$ cat src/rtl/bcd_to_excess3_serial.sv
// Serial BCD-to-Excess-3 converter: LSB-first digit on X, Mealy Excess-3 bit on Z.
// Define CV_ERR_CHECK_EN to compile in invalid-digit (10..15) detection on Err.
module bcd_to_excess3_serial (
    input  logic Clk,
    input  logic Rst,
    input  logic X,
    output logic Z,
    output logic Done,
    output logic Err
);

    typedef enum logic [2:0] {
        S0   = 3'd0,
        S1C0 = 3'd1,
        S1C1 = 3'd2,
        S2C0 = 3'd3,
        S2C1 = 3'd4,
        S3C0 = 3'd5,
        S3C1 = 3'd6
    } state_t;

    state_t state;
    state_t state_next;
    logic   at_bit1;
    logic   at_bit2;
    logic   at_bit3;

    assign at_bit1 = (state == S1C0) || (state == S1C1);
    assign at_bit2 = (state == S2C0) || (state == S2C1);
    assign at_bit3 = (state == S3C0) || (state == S3C1);

    always_ff @(posedge Clk) begin
        if (!Rst) begin
            state <= S0;
        end else begin
            state <= state_next;
        end
    end

    // The carry of the serial +0011 add lives in the state encoding.
    always_comb begin
        state_next = S0;
        unique case (state)
            S0:      state_next = X ? S1C1 : S1C0;
            S1C0:    state_next = X ? S2C1 : S2C0;
            S1C1:    state_next = S2C1;
            S2C0:    state_next = S3C0;
            S2C1:    state_next = X ? S3C1 : S3C0;
            S3C0:    state_next = S0;
            S3C1:    state_next = S0;
            default: state_next = S0;
        endcase
    end

    always_comb begin
        Z = 1'b0;
        unique case (state)
            S0:      Z = ~X;
            S1C0:    Z = ~X;
            S1C1:    Z = X;
            S2C0:    Z = X;
            S2C1:    Z = ~X;
            S3C0:    Z = X;
            S3C1:    Z = ~X;
            default: Z = ~X;
        endcase
    end

    always_ff @(posedge Clk) begin
        if (!Rst) begin
            Done <= 1'b0;
        end else begin
            Done <= at_bit3;
        end
    end

`ifdef CV_ERR_CHECK_EN
    logic [1:0] mid_bits;

    // Digit is >= 10 when bit 3 is set together with bit 2 or bit 1.
    always_ff @(posedge Clk) begin
        if (!Rst) begin
            mid_bits <= '0;
            Err      <= 1'b0;
        end else begin
            if (at_bit1) begin
                mid_bits[0] <= X;
            end
            if (at_bit2) begin
                mid_bits[1] <= X;
            end
            if (at_bit3) begin
                Err <= X & (mid_bits[1] | mid_bits[0]);
            end
        end
    end
`else
    assign Err = 1'b0;
`endif

endmodule

$ cat config.mk
export PLATFORM = sky130hd
export DESIGN_NAME = bcd_to_excess3_serial
export DESIGN_NICKNAME = d
export VERILOG_FILES = /design/src/rtl/bcd_to_excess3_serial.sv
export SDC_FILE = /design/constraint.sdc
export NUM_CORES = 1
export LEC_CHECK = 0
export CAP_MARGIN = 20
export CORE_AREA = 2 2 39 41
export CTS_CLUSTER_DIAMETER = 40
export DETAILED_ROUTE_END_ITERATION = 8
export DIE_AREA = 0 0 41 43
export SLEW_MARGIN = 20
export SYNTH_ARGS = -nofsm -noshare
export SYNTH_HDL_FRONTEND = slang
export SYNTH_SLANG_ARGS = --single-unit
$ cat constraint.sdc
create_clock -name Clk -period 1.15 [get_ports Clk]
set_input_delay 0.23 -clock Clk [delete_from_list [all_inputs] [get_ports Clk]]
set_output_delay 0.23 -clock Clk [all_outputs]
set_load 0.01 [all_outputs]
### Word level (Yosys, flattened, before mapping)

Cells that the tools add are included.

* flip-flop bits (word level): 4
* latch bits: 0
* memory bits (writable): 0
* memory bits (read-only): 0
* bits of input ports: 3
* output and inout bits: 3
* word-level logic and storage cells: 17
* memories: 0

* add/subtract/negate cells: 0
* multipliers: 0
* div/mod/pow operators: 0
* magnitude comparators: 0
* equal/unequal tests: 6
* shifts and indexed selects: 0
* multiplexer cells: 5
* bitwise operators: 1
* reductions and logical operators: 3

Operators by type and width (count)
* one-hot mux 3 bit (5 select lines): 1
* == test 3 bit (second input constant): 3
* == test 3 x 2 -> 1 bit (second input constant): 2
* two-way mux 2 bit: 2
* == test 3 x 1 -> 1 bit (second input constant): 1
* zero test 3 bit: 1
* two-way mux 3 bit: 1
* OR reduction 3 bit: 1
* logical OR 1 bit: 1
* two-way mux 1 bit: 1
* NOT 1 bit: 1

### Logic depth before layout (Yosys ltp)

Gate-level depths: netlist of the first run.

* depth after elaboration: 3
* mapped depth: 3
* mapped depth without buffers: 3

### Worst setup path after synthesis of the first run

No wires, ideal clock.

* path kind: register to output
* start: register state[1]
* end: output Z
* arrival time: 0.943 ns
* required time: 0.920 ns
* slack: -0.023 ns
* stages on the path, launching flop included: 4
* buffers on the path: 0
* cells stage by stage: dfxtp_1 > nand2b_1 > mux2_2 > xor2_1

* longest elaborated chain between the ends: 3
* elaborated cells on any way between the ends: 5
* classes of those cells: eq/ne: 3; mux: 1; reduce/logical: 1

Ends and longest elaborated chain
* start: declaration: RTL line 22 `state_t state;`
* start signal: assignment: RTL line 36 `state <= state_next;`
* == test 3 x 2 -> 1 bit or == test 3 bit (tied branches): RTL line 57 `unique case (state)`
* OR reduction 3 bit (no line) *
* two-way mux 1 bit *
* end: declaration: RTL line 7 `output logic Z,`

Every way passes the cells marked *; elsewhere a longest branch is shown, timed or not.

### Worst setup path after layout of the first run

Ends and elaborated chain as after synthesis.

==> qor.csv, run 1 <==
stage,metric,value,unit
critical_path,crit_path_end_kind,output port,
global_routing,antenna_found_initial,0,
cells_and_area,nets,37,
global_routing,grt-ovfl-total,0,
clocking,h-tree-depth,1,
synth,syn_area,193,sq um
route,drtIter0Drc,3,
global_routing,grtUsageTotal,7.04,%
synth,yosys.area.top_type_share,41.6,%
sta,drv_slew,0,
route,avgRoutedWirePerCell,8.77,um
sta,hold_viol,0,
critical_path,cp-endpoint,Z,
route,ant_nets,0,
job,maxCapViolCount,0,
clocking,clk-insertion-delay-late,230,ps
critical_path,crit_slowest_cell,dfxtp_2,
route,drc_errors,0,
global_routing,grt_max_degree,6,
floorplan,row_count,14,
floorplan,core_area,1380,sq um
critical_path,crit_type,reg -> out,
critical_path,cp.depth,4,
outcome,violations,setup timing,
critical_path,path_buf_inv,1,
synth,yosys-top-cells-area,"dfxtp_1 (42%), mux2_2 (12%), and3_1 (9.7%)",
route,vias_per_cell,3.83,
synth,synth.most_common_cell,dfxtp_1,
synth,synthFlopType,dfxtp_1,
floorplan,die_x,41,um
critical_path,worstReg2RegStart,state[0],
floorplan,die_h,43,um
synth,synth_cells,21,
cells_and_area,syn2layout_area_growth,65.6,%
critical_path,worstPathArrival,1230,ps
clocking,post_cts.repair.setup_buffers,0,
hold_path,holdCritPathClass,reg -> reg,
cells_and_area,layout-drive-gt1-share,50.0,%
critical_path,critPathLaunchType,register,
critical_path,crit_start,state[1],
critical_path,reg2reg_setup_slack,70,ps
critical_path,path_max_fanout,4,
clocking,cts_buffers,3,
sta,setup_viol,1,
sta,fin_crit_sh,127,%
clocking,cts_buffer_depth,2,
power,max-vdd-ir-drop,245,uV
sta,skew,4.37,ps
synth,synth.net_count,24,
synth,synth_edf_count,0,
place,io_buffers,4,
critical_path,critPathTopFamily,flip-flops,
synth,async_flop_share,0,%
power,total_power,440,uW
route,firstDrtPassIters,4,
global_routing,grt_pass1_vias,190,
hold_path,min_from,state[0],
clocking,clock-sinks,4,
cells_and_area,antenna_cells,0,
synth,seq_area_frac_synth,41.6,%
route,dr_total_vias,184,
floorplan,die-area,1760,sq um
critical_path,crit_required,920,ps
floorplan,start_util,13.9,%
outcome,status,"finished, violations left",
global_routing,grt_pass1_wl,738,um
sta,fmax,0.685,GHz
place,gp_congestion,0.678,
place,dp_slack,-513,ps
clocking,cts_tree,yes,
synth,syn_area_per_cell,9.18,sq um
synth,ys_types,14,
synth,yosysTopAreaCell,dfxtp_1,
power,powerDensity,1380,nW/um^2
synth,yosys-top-cells-count,"dfxtp_1 (4), and3_1 (3), mux2_2 (2), nand2b_1 (2)",
place,dp_hpwl,314,um
clocking,clock_tree.root_cell,clkbuf_4,
floorplan,io_pins,6,
sta,worst_slack,-309,ps
route,routed_wl,421,um
power,p_leak,0.000151,uW
sta,rsz0062_at_grt,yes,
synth,ys_ff_latch,4,
cells_and_area,fillers,167,
critical_path,max_stage_delay,320,ps
critical_path,r2r-end,state[1],
sta,timing.final.crit_period,1460,ps
clocking,clkTransAtPathRegs,40,ps
synth,yosys_warnings,0,
critical_path,path_cells,nand2b_4 > mux2_4 > xor2_2 > buf_2,
critical_path,r2r_cells,3,
-- cell type report --
type	count	area, sq um	area share, %
clock buffer	3	22.5	7.06
inverter	1	3.75	1.18
multi-input combinational	15	120	37.6
sequential	4	82.6	25.9
tap	16	20.0	6.27
timing repair buffer	9	70.1	22.0
-- layer usage --
layer / global-route usage, % / up-vias / wire length [um]
met5: 0 / - / 0
met4: 10.0 / 0 / 0
met3: 3.14 / 0 / 27
met2: 8.44 / 3 / 210
met1: 7.10 / 88 / 183
li1: - / 93 / -
-- registers in the layout (all words and copies together) (netlist names) --
| name | flops |
|---|---|
| state | 3 |
| Done | 1 |
-- worst min path at each step --
stage / to / slack [ps] / cells past startpoint
6_report: Done / 480 / 2
5_1_grt: Done / 500 / 2
4_1_cts: Done / 490 / 2
3_5_place_dp: Done / 490 / 2
3_3_place_gp: Done / 490 / 2
2_1_floorplan: Done / 350 / 2
-- what timing repair did --
item                                    4_1_cts  5_1_grt
gates resized for setup                       9        1
endpoints found under the setup margin        4        2
hold buffers                                  0        0
-- placed cells by master, fill, tap and decap left out --
master and count:
buf_2 1, dfxtp_1 2, inv_1 1, clkbuf_4 3
nand2b_1 1, nand2b_4 1, conb_1 1, buf_4 5
dfxtp_2 2, a21oi_1 1, dlygate4sd2_1 2, mux2_2 1
a211o_2 1, o21ai_0 1, a22oi_1 1, and3_1 3
nand2_1 1, clkdlybuf4s50_1 1, nor2_1 1, xor2_2 1
mux2_4 1
-- power by group --
group / switching [uW] / leakage (uW) / internal, uW / total [uW]
Sequential: 9.56 / 0.0000336 / 153 / 163
Clock: 54.6 / 0.0000138 / 117 / 171
Combinational: 42.4 / 0.000104 / 63.8 / 106
-- worst reg2reg max path: stages, from the launching register on --
cell     delay, ps
dfxtp_2        340
buf_4          130
mux2_2         330
and3_1         170
-- cell families after synthesis --
kind of cell,share of synthesized area [%]
other,1.95
AO/OA/AOI/OAI,14.3
AND/OR/NAND/NOR,20.1
flip-flops,41.6
buffers and inverters,5.84
XOR/XNOR,4.55
multiplexers,11.7
-- stage by stage --
stage / util [%] / cells / cell area [sq um] / hold WS [ps] / TNS (ps)
floorplan: - / 21 / 200 / 355 / 0
global placement: 21.0 / 45 / 290 / 490 / -1190
detailed placement: 21.0 / 45 / 290 / 495 / -1230
CTS: 23.0 / 48 / 318 / 491 / -325
global route: 23.1 / 48 / 319 / 497 / -363
finish: 23.1 / 48 / 319 / 479 / -309
Power figures use the tool's default switching activity.
==> run 2: changes to the inputs <==
==> constraint.sdc (replaced) <==
create_clock -name Clk -period 1.4 [get_ports Clk]
set_input_delay 0.28 -clock Clk [delete_from_list [all_inputs] [get_ports Clk]]
set_output_delay 0.28 -clock Clk [all_outputs]
set_load 0.01 [all_outputs]
==> run 2 against run 1 <==
  * The flow still finishes with violations (setup timing)
  * Clock skew shrank 1.2 ps
  * Sequential power is 18% lower
  * Die area is the same
  * Largest cell class unchanged
  * Highest routed layer is now met4
==> qor.csv, run 2 (synthesis results as in run 1) <==
stage,metric,value,unit
power,pwr-share-comb,23.3,%
critical_path,max_stage_delay,320,ps
sta,fmax,0.664,GHz
cells_and_area,final_util,22.6,%
power,max-vdd-ir-drop,187,uV
global_routing,antenna_found_initial,0,
power,total_power,363,uW
floorplan,io_pins,6,
critical_path,crit_required,1120,ps
route,drc_errors,0,
job,maxCapViolCount,0,
sta,timing.final.crit_period,1510,ps
sta,fin_crit_sh,108,%
floorplan,die_h,43,um
critical_path,path_cells,nand2b_4 > mux2_4 > xor2_1 > buf_2,
floorplan,row_count,14,
route,vias_per_cell,3.71,
global_routing,grt_pass1_wl,614,um
power,p_sw,89.2,uW
global_routing,grt_max_degree,6,
cells_and_area,multi_input_area,113,sq um
route,firstDrtPassIters,1,
sta,hold_viol,0,
clocking,clkTransAtPathRegs,40,ps
route,drtIter0Drc,0,
clocking,clk-insertion-delay-late,240,ps
cells_and_area,regArea,81.3,sq um
outcome,violations,setup timing,
critical_path,path_buf_inv,1,
clocking,clock_tree.root_cell,clkbuf_4,
critical_path,worstPathArrival,1230,ps
cells_and_area,final_common_cell,buf_4,
power,power_frac_seq,36.6,%
cells_and_area,antenna_cells,0,
route,routed_wl,375,um
clocking,cts_tree,yes,
place,gp_congestion,0.625,
floorplan,die-area,1760,sq um
cells_and_area,fillers,149,
sta,drv_slew,0,
outcome,status,"finished, violations left",
global_routing,grtUsageTotal,5.40,%
route,dr_total_vias,178,
sta,setup_viol,1,
sta,skew,3.17,ps
power,pwr-share-clk,40.2,%
clocking,cts_buffers,3,
power,powerDensity,1160,nW/um^2
route,avgRoutedWirePerCell,7.81,um
sta,rsz0062_at_grt,yes,
critical_path,crit_slowest_cell,dfxtp_2,
hold_path,holdCritPathClass,reg -> reg,
clocking,clock-sinks,4,
cells_and_area,regMostFlops,state,
place,io_buffers,4,
global_routing,grt_pass1_vias,167,
global_routing,grt-ovfl-total,0,
clocking,postCtsHoldBufs,0,
cells_and_area,nets,37,
critical_path,path_max_fanout,3,
critical_path,crit_type,reg -> out,
sta,setup_tns,-106,ps
power,p_leak,0.000143,uW
cells_and_area,layout-drive-gt1-share,43.8,%
cells_and_area,final_cell_mix,"buf_4 (5), dfxtp_1 (3), and3_1 (3), clkbuf_4 (3), clkdlybuf4s50_1 (3)",
power,p_int,274,uW
power,sw_frac_of_total,24.6,%
route,ant_nets,0,
place,dp.cells,45,
cells_and_area,fin_cells,48,
critical_path,critPathLaunchType,register,
cells_and_area,reg.largest.list,"state: 3 flops, Done: 1 flops",
clocking,h-tree-depth,1,
floorplan,start_util,13.9,%
cells_and_area,largest_reg_flops,3,
critical_path,critPathTopFamily,flip-flops,
critical_path,crit_path_end_kind,output port,
clocking,cts_buffer_depth,2,
place,dp_slack,-378,ps
floorplan,die_x,41,um
sta,worst_slack,-106,ps
floorplan,core_area,1380,sq um
cells_and_area,syn2layout_area_growth,62.3,%
place,dp_hpwl,301,um
==> run 2: cell count changes in the layout (fill, tap and decap cells not counted), sizes merged <==
cell           delta
clkdlybuf4s50     +2
dlygate4sd2       -2
==> run 2: worst min-delay path, delay by kind of cell (launching register included) <==
| kind | cells | cell delay, ps |
|---|---|---|
| AOI/OAI and AO/OA | 1 | 50 |
| DFF | 1 | 330 |
| and+or+nand+nor | 1 | 80 |
==> run 2: stage by stage <==
stage	area (sq um)	hold slack, ps
floorplan	193	405
global placement	283	494
detailed placement	283	492
CTS	313	502
global route	313	520
finish	313	503
==> run 2: per-layer routing <==
metal | global-route usage, % | up-vias | wire [um]
met5 | 0 | - | 0
met4 | 6.00 | 0 | 14
met3 | 1.57 | 2 | 12
met2 | 8.44 | 4 | 190
met1 | 4.76 | 78 | 158
li1 | - | 94 | -
==> run 2: layout make-up <==
| cell class | count | share of cell area [%] |
|---|---|---|
| multi-input combinational | 15 | 36.0 |
| tap | 16 | 6.40 |
| inverter | 1 | 1.20 |
| clock buffer | 3 | 7.20 |
| timing repair buffer | 9 | 23.2 |
| sequential | 4 | 26.0 |
==> run 2: final timing paths <==
path / slack (ps) / start / cells past startpoint / endpoint
max reg2reg: 280 / state[0] / 3 / state[1]
min reg2reg: 500 / state[0] / 2 / Done
min: 500 / state[0] / 2 / Done
max: -110 / state[1] / 4 / Z
==> run 2: power by group through the flow <==
stage	logic [uW]	registers, uW	clock network [uW]
final	84.4	133	146
after global routing	91.8	134	154
after CTS	85.3	133	151
after detailed placement	84.6	131	0
after global placement	85.0	131	0
after floorplan	37.7	136	0
==> run 2: timing repair <==
item,CTS,global route
buffers inserted,0,0
gates resized for setup,7,0
endpoints found under the setup margin,1,1
endpoints found under the hold margin,0,0
